$ cat config.mk
export PLATFORM = sky130hd
export DESIGN_NAME = servo_pwm_multi
export DESIGN_NICKNAME = d
export VERILOG_FILES = /design/src/rtl/servo_pkg.sv /design/src/rtl/servo_slew_ch.sv /design/src/rtl/servo_pwm_multi.sv
export SDC_FILE = /design/constraint.sdc
export NUM_CORES = 1
export LEC_CHECK = 0
export BUFFER_PORTS_ARGS = -buffer_cell sky130_fd_sc_hd__buf_2
export CAP_MARGIN = 15
export CORE_ASPECT_RATIO = 1.25
export CORE_MARGIN = 10
export CORE_UTILIZATION = 36
export DETAILED_ROUTE_END_ITERATION = 6
export GPL_ROUTABILITY_DRIVEN = 0
export GPL_TIMING_DRIVEN = 1
export PLACE_DENSITY_LB_ADDON = 0.3
export SYNTH_ARGS = -nofsm -noshare
export SYNTH_HDL_FRONTEND = slang
export SYNTH_SLANG_ARGS = --single-unit
$ cat constraint.sdc
create_clock -name clkus -period 10.3 [get_ports clkus]
set_clock_uncertainty 0.1 [all_clocks]
set_input_delay 1.545 -clock clkus [delete_from_list [all_inputs] [get_ports clkus]]
set_output_delay 1.545 -clock clkus [all_outputs]
set_load 0.05 [all_outputs]
$ cat src/rtl/servo_pkg.sv
// Shared steering constants and helpers for the multi-channel servo PWM block.
// Direction codes are those of the original single-channel steering driver.
package servo_pkg;

    typedef enum logic [2:0] {
        DirStraight   = 3'b000,
        DirLeftSmall  = 3'b001,
        DirLeftBig    = 3'b011,
        DirRightSmall = 3'b101,
        DirRightBig   = 3'b111
    } dir_e;

    localparam int unsigned WIDTH_STRAIGHT    = 1450;
    localparam int unsigned WIDTH_LEFT_SMALL  = 1750;
    localparam int unsigned WIDTH_LEFT_BIG    = 1950;
    localparam int unsigned WIDTH_RIGHT_SMALL = 1150;
    localparam int unsigned WIDTH_RIGHT_BIG   = 950;

    function automatic logic [31:0] clamp_width(input logic [31:0] w, input logic [31:0] lo,
                                                 input logic [31:0] hi);
        if (w < lo) return lo;
        if (w > hi) return hi;
        return w;
    endfunction

    function automatic logic [31:0] dir_to_width(input dir_e dir);
        case (dir)
            DirLeftSmall:  return WIDTH_LEFT_SMALL;
            DirLeftBig:    return WIDTH_LEFT_BIG;
            DirRightSmall: return WIDTH_RIGHT_SMALL;
            DirRightBig:   return WIDTH_RIGHT_BIG;
            default:       return WIDTH_STRAIGHT;
        endcase
    endfunction

endpackage

$ cat src/rtl/servo_slew_ch.sv
// One servo channel: target/active width registers, per-frame slew limiting and
// the frame-aligned enable.
module servo_slew_ch #(
    parameter int unsigned CNT_W     = 13,
    parameter int unsigned W_DEFAULT = 1450,
    parameter int unsigned STEP      = 50
) (
    input  logic             clkus,
    input  logic             rst,
    input  logic             boundary,
    input  logic             wr,
    input  logic [CNT_W-1:0] wr_width,
    input  logic             enable,
    output logic [CNT_W-1:0] active,
    output logic             en_q,
    output logic             settled
);

    localparam logic signed [CNT_W:0] STEP_S = (CNT_W+1)'(STEP);
    localparam logic [CNT_W-1:0]      STEP_U = CNT_W'(STEP);

    logic [CNT_W-1:0]      target_q;
    logic [CNT_W-1:0]      active_q;
    logic [CNT_W-1:0]      active_d;
    logic signed [CNT_W:0] diff;

    // One extra bit keeps the signed difference from wrapping.
    always_comb begin
        diff     = $signed({1'b0, target_q}) - $signed({1'b0, active_q});
        active_d = target_q;
        if (STEP != 0 && diff > STEP_S) begin
            active_d = active_q + STEP_U;
        end else if (STEP != 0 && diff < -STEP_S) begin
            active_d = active_q - STEP_U;
        end
    end

    always_ff @(posedge clkus or posedge rst) begin
        if (rst) begin
            target_q <= CNT_W'(W_DEFAULT);
            active_q <= CNT_W'(W_DEFAULT);
            en_q     <= 1'b0;
        end else begin
            if (wr) begin
                target_q <= wr_width;
            end
            if (boundary) begin
                active_q <= active_d;
                en_q     <= enable;
            end
        end
    end

    assign active  = active_q;
    assign settled = (active_q == target_q);

endmodule

$ cat src/rtl/servo_pwm_multi.sv
// Multi-channel servo PWM generator: shared frame counter, write decode and
// per-channel pulse compare around slew-limited channel registers.
module servo_pwm_multi
    import servo_pkg::*;
#(
    parameter int unsigned CHANNELS  = 4,
    parameter int unsigned CNT_W     = 13,
    parameter int unsigned PERIOD    = 5000,
    parameter int unsigned W_MIN     = 900,
    parameter int unsigned W_MAX     = 2000,
    parameter int unsigned W_DEFAULT = 1450,
    parameter int unsigned STEP      = 50,
    parameter int unsigned CH_W      = (CHANNELS > 1) ? $clog2(CHANNELS) : 1
) (
    input  logic                clkus,
    input  logic                rst,
    input  logic                wr_en,
    input  logic [CH_W-1:0]     wr_ch,
    input  logic [CNT_W-1:0]    wr_width,
    input  logic [CHANNELS-1:0] enable,
    output logic [CHANNELS-1:0] pwm,
    output logic                frame_start,
    output logic [CHANNELS-1:0] settled
);

    logic [CNT_W-1:0]    cnt;
    logic                boundary;
    logic [CNT_W-1:0]    wr_clamped;
    logic [CHANNELS-1:0] en_q;
    logic [CNT_W-1:0]    active [CHANNELS];

    assign boundary   = (cnt == CNT_W'(PERIOD - 1));
    assign wr_clamped = CNT_W'(clamp_width(32'(wr_width), W_MIN, W_MAX));

    always_ff @(posedge clkus or posedge rst) begin
        if (rst) begin
            cnt         <= '0;
            frame_start <= 1'b0;
        end else begin
            cnt         <= boundary ? '0 : cnt + CNT_W'(1);
            frame_start <= boundary;
        end
    end

    // Out-of-range channel indices match no channel and are dropped.
    for (genvar i = 0; i < CHANNELS; i++) begin : g_ch
        logic wr_hit;
        assign wr_hit = wr_en && (32'(wr_ch) == 32'(i));

        servo_slew_ch #(
            .CNT_W     (CNT_W),
            .W_DEFAULT (W_DEFAULT),
            .STEP      (STEP)
        ) u_ch (
            .clkus    (clkus),
            .rst      (rst),
            .boundary (boundary),
            .wr       (wr_hit),
            .wr_width (wr_clamped),
            .enable   (enable[i]),
            .active   (active[i]),
            .en_q     (en_q[i]),
            .settled  (settled[i])
        );
    end

    always_ff @(posedge clkus or posedge rst) begin
        if (rst) begin
            pwm <= '0;
        end else begin
            for (int i = 0; i < CHANNELS; i++) begin
                pwm[i] <= en_q[i] && (cnt < active[i]);
            end
        end
    end

endmodule

==> results_dict.tcl <==
set metrics [dict create \
    drc 0 \
    die_y_um 218 \
    crit_arrival_ps 4750 \
    synth_enable_flop_cells 0 \
    critPathLaunchType "register" \
    grt_max_degree 69 \
    dieArea_mm2 0.0390 \
    placementRows 72 \
    fillCellCount 3184 \
    clkTransAtPathRegs_ps 70 \
    hold_violations 0 \
    drt_iter0_drc 614 \
    leakage_uw 0.00516 \
    syn-num-nets 1508 \
    clock-sinks 126 \
    timing.max_cap.violations 0 \
    end_kind "register" \
    cts-root-buf "clkbuf_16" \
    syn_area_mm2 0.0113 \
    drive_gt1_share_pct 10.6 \
    seq_area_frac_synth_pct 28.4 \
    tightest_slew_ps 1140 \
    async_flop_share_pct 100 \
    firstDrtPassIters 5 \
    fmax_mhz 220 \
    syn_to_final_growth_pct 9.49 \
    cts_buffers 17 \
    cp.required_ps 10510 \
    ios 31 \
    clkLatencyLatePin_ps 430 \
    hold_path_class "reg2reg" \
    path_delay_family "compound AO/OA/AOI/OAI gates" \
    cts_tree "yes" \
    finalInstanceArea_mm2 0.0124 \
    cp_max_fo 12 \
    cts_resized 0 \
    grt_usage_pct 16.8 \
    yosysUniqueCellTypes 90 \
    crit_path_top_delay_cell "mux2i_1" \
    antenna_found_initial 0 \
    io_buffers 30 \
    rsz0062_at_grt "false" \
    synthCells 1373 \
    antenna_left 0 \
    viasPerCell 5.90 \
    die_w_um 179 \
    path_cells "inv_1 -> ha_1 -> nor2b_1 -> o2111ai_1 -> a211oi_1 -> o21ai_0 -> nand2b_1 -> a21oi_1 -> mux2i_1 -> and2_1 -> mux2_2" \
    period_share_pct 44.1 \
    ys_ff_latch 126 \
    finalCriticalPeriod_ps 4540 \
    regToRegSetupSlack_ps 5760 \
    cts-hold-fix-buffers 0 \
    ctsHtreeMaxLevel 4 \
    grt-ovfl-total 0 \
    grt_pass1_vias 10300 \
    crit_buf_inv 1 \
    final_nets 1506 \
    tns_ps 0 \
    synth_area_per_cell_um2 8.25 \
    yosys_warnings 0 \
    start_util_pct 36.5 \
    core_area_mm2 0.0310 \
    clockBufferDepth 2 \
    critPathKind "reg2reg" \
    max_slew_margin_pct 23.3 \
    dr_total_vias 10600 \
    fin_total_pwr_uw 1740 \
    hpwl_um 23700 \
    place_area_mm2 0.0118 \
    synth-main-ff-cell "dfrtp_1" \
    outcome "finished clean" \
    routed_wl_um 32300 \
    grt_pass1_wl_um 53600 \
    antenna_cells 0 \
    routedWlPerCell_um 18.0 \
    postCtsSetupBuffers 0 \
    cellPowerDensity_mw_per_mm2 141 \
    irDropWorstVdd_mv 0.122 \
    maxSlewViolCount 0 \
    max_stage_delay_ps 910 \
    finalSetupViolCount 0 \
]
==> stage by stage <==
stage	std cells	setup slack, ps	hold WS [ps]	utilization [%]
3_5_place_dp	1759	5860	368	38.0
2_1_floorplan	1373	5380	346	-
4_1_cts	1791	5830	388	40.0
5_1_grt	1791	5340	403	40.0
3_3_place_gp	1759	5920	365	38.0
6_report	1791	5760	382	40.0
==> power breakdown <==
group / switching, uW / internal, uW
logic: 334 / 206
clock network: 252 / 392
registers: 29.4 / 529
total: 616 / 1130
==> cells by family (layout without fill, tap and decap cells) <==
group                    count (synthesis)  in the layout  share of synthesized area [%]
AO/OA/AOI/OAI                          470            470                           28.5
flip-flops                             126            126                           28.4
adder cells (fa/ha/maj)                113            113                           12.8
XOR/XNOR                                45             45                           3.55
AND/OR/NAND/NOR                        464            464                           20.5
multiplexers                            14             14                           1.35
buffers and inverters                  141            152                           5.03
==> state kept, by name (all words and copies together), names as in the netlist <==
signal,flops
g_ch.u_ch.active,52
g_ch.u_ch.target_q,52
cnt,13
g_ch.u_ch.en_q,4
pwm,4
frame_start,1
==> synth_stat cells (23+ instances only) <==
| cell | n | area (um2) |
|---|---|---|
| inv_1 | 86 | 323 |
| dfstp_2 | 48 | 1260 |
| xnor2_1 | 29 | 254 |
| nor3_1 | 56 | 280 |
| clkbuf_1 | 39 | 146 |
| o22ai_1 | 24 | 150 |
| o21ai_0 | 112 | 561 |
| a21oi_1 | 71 | 355 |
| nand2_1 | 130 | 488 |
| dfrtp_1 | 78 | 1950 |
| nand3_1 | 51 | 255 |
| a21o_1 | 53 | 398 |
| and3_1 | 23 | 144 |
| ha_1 | 109 | 1360 |
| nor2_1 | 83 | 312 |
==> final timing paths <==
kind | from | endpoint | depth (start not counted)
worst max register to register | g_ch[3].u_ch.active[1]$_DFFE_PP1P_ | g_ch[3].u_ch.active[0]$_DFFE_PP0P_ | 11
max in group asynchronous | rst | g_ch[0].u_ch.en_q$_DFFE_PP0P_ | 3
worst min-delay path | g_ch[1].u_ch.target_q[0]$_DFFE_PP0P_ | g_ch[1].u_ch.target_q[0]$_DFFE_PP0P_ | 2
worst min register to register | g_ch[1].u_ch.target_q[0]$_DFFE_PP0P_ | g_ch[1].u_ch.target_q[0]$_DFFE_PP0P_ | 2
min in group asynchronous | rst | g_ch[1].u_ch.target_q[12]$_DFFE_PP0P_ | 2
worst max-delay path | g_ch[3].u_ch.active[1]$_DFFE_PP1P_ | g_ch[3].u_ch.active[0]$_DFFE_PP0P_ | 11
==> cell type report <==
type / count / area, um2 / area share [%]
Multi-Input combinational cell: 1106 / 7550 / 60.9
Sequential cell: 126 / 3210 / 25.9
Tap cell: 407 / 509 / 4.11
Clock buffer: 18 / 439 / 3.54
Inverter: 86 / 328 / 2.64
Clock inverter: 14 / 183 / 1.47
Timing Repair Buffer: 34 / 180 / 1.45
==> cell usage in the layout, fill, tap and decap left out, types with 20 or more instances in the layout <==
cell type,instances
xnor2_1,29
dfrtp_1,78
o21a_1,20
dfstp_2,48
buf_2,30
nand3_1,50
inv_1,84
nand2_1,130
ha_1,109
nor3_1,56
and3_1,23
o21ai_0,112
a21o_1,53
nor2_1,83
a21oi_1,71
o22ai_1,24
==> routing by layer <==
metal | up-vias | share of wire (%) | global-route usage [%] | wire (um)
met4 | 0 | 2.8 | 6.46 | 894
met1 | 5080 | 45 | 21.3 | 14500
met5 | - | 0 | 0 | 0
met3 | 61 | 3.3 | 1.79 | 1060
li1 | 5154 | - | - | -
met2 | 276 | 49 | 28.5 | 15800
==> tightest hold or removal path, cell delays in order, from the launching register on <==
cell     delay (ps)
dfrtp_1         340
nand2_1          40
o21ai_0          60
(Power assumes the default switching activity.)
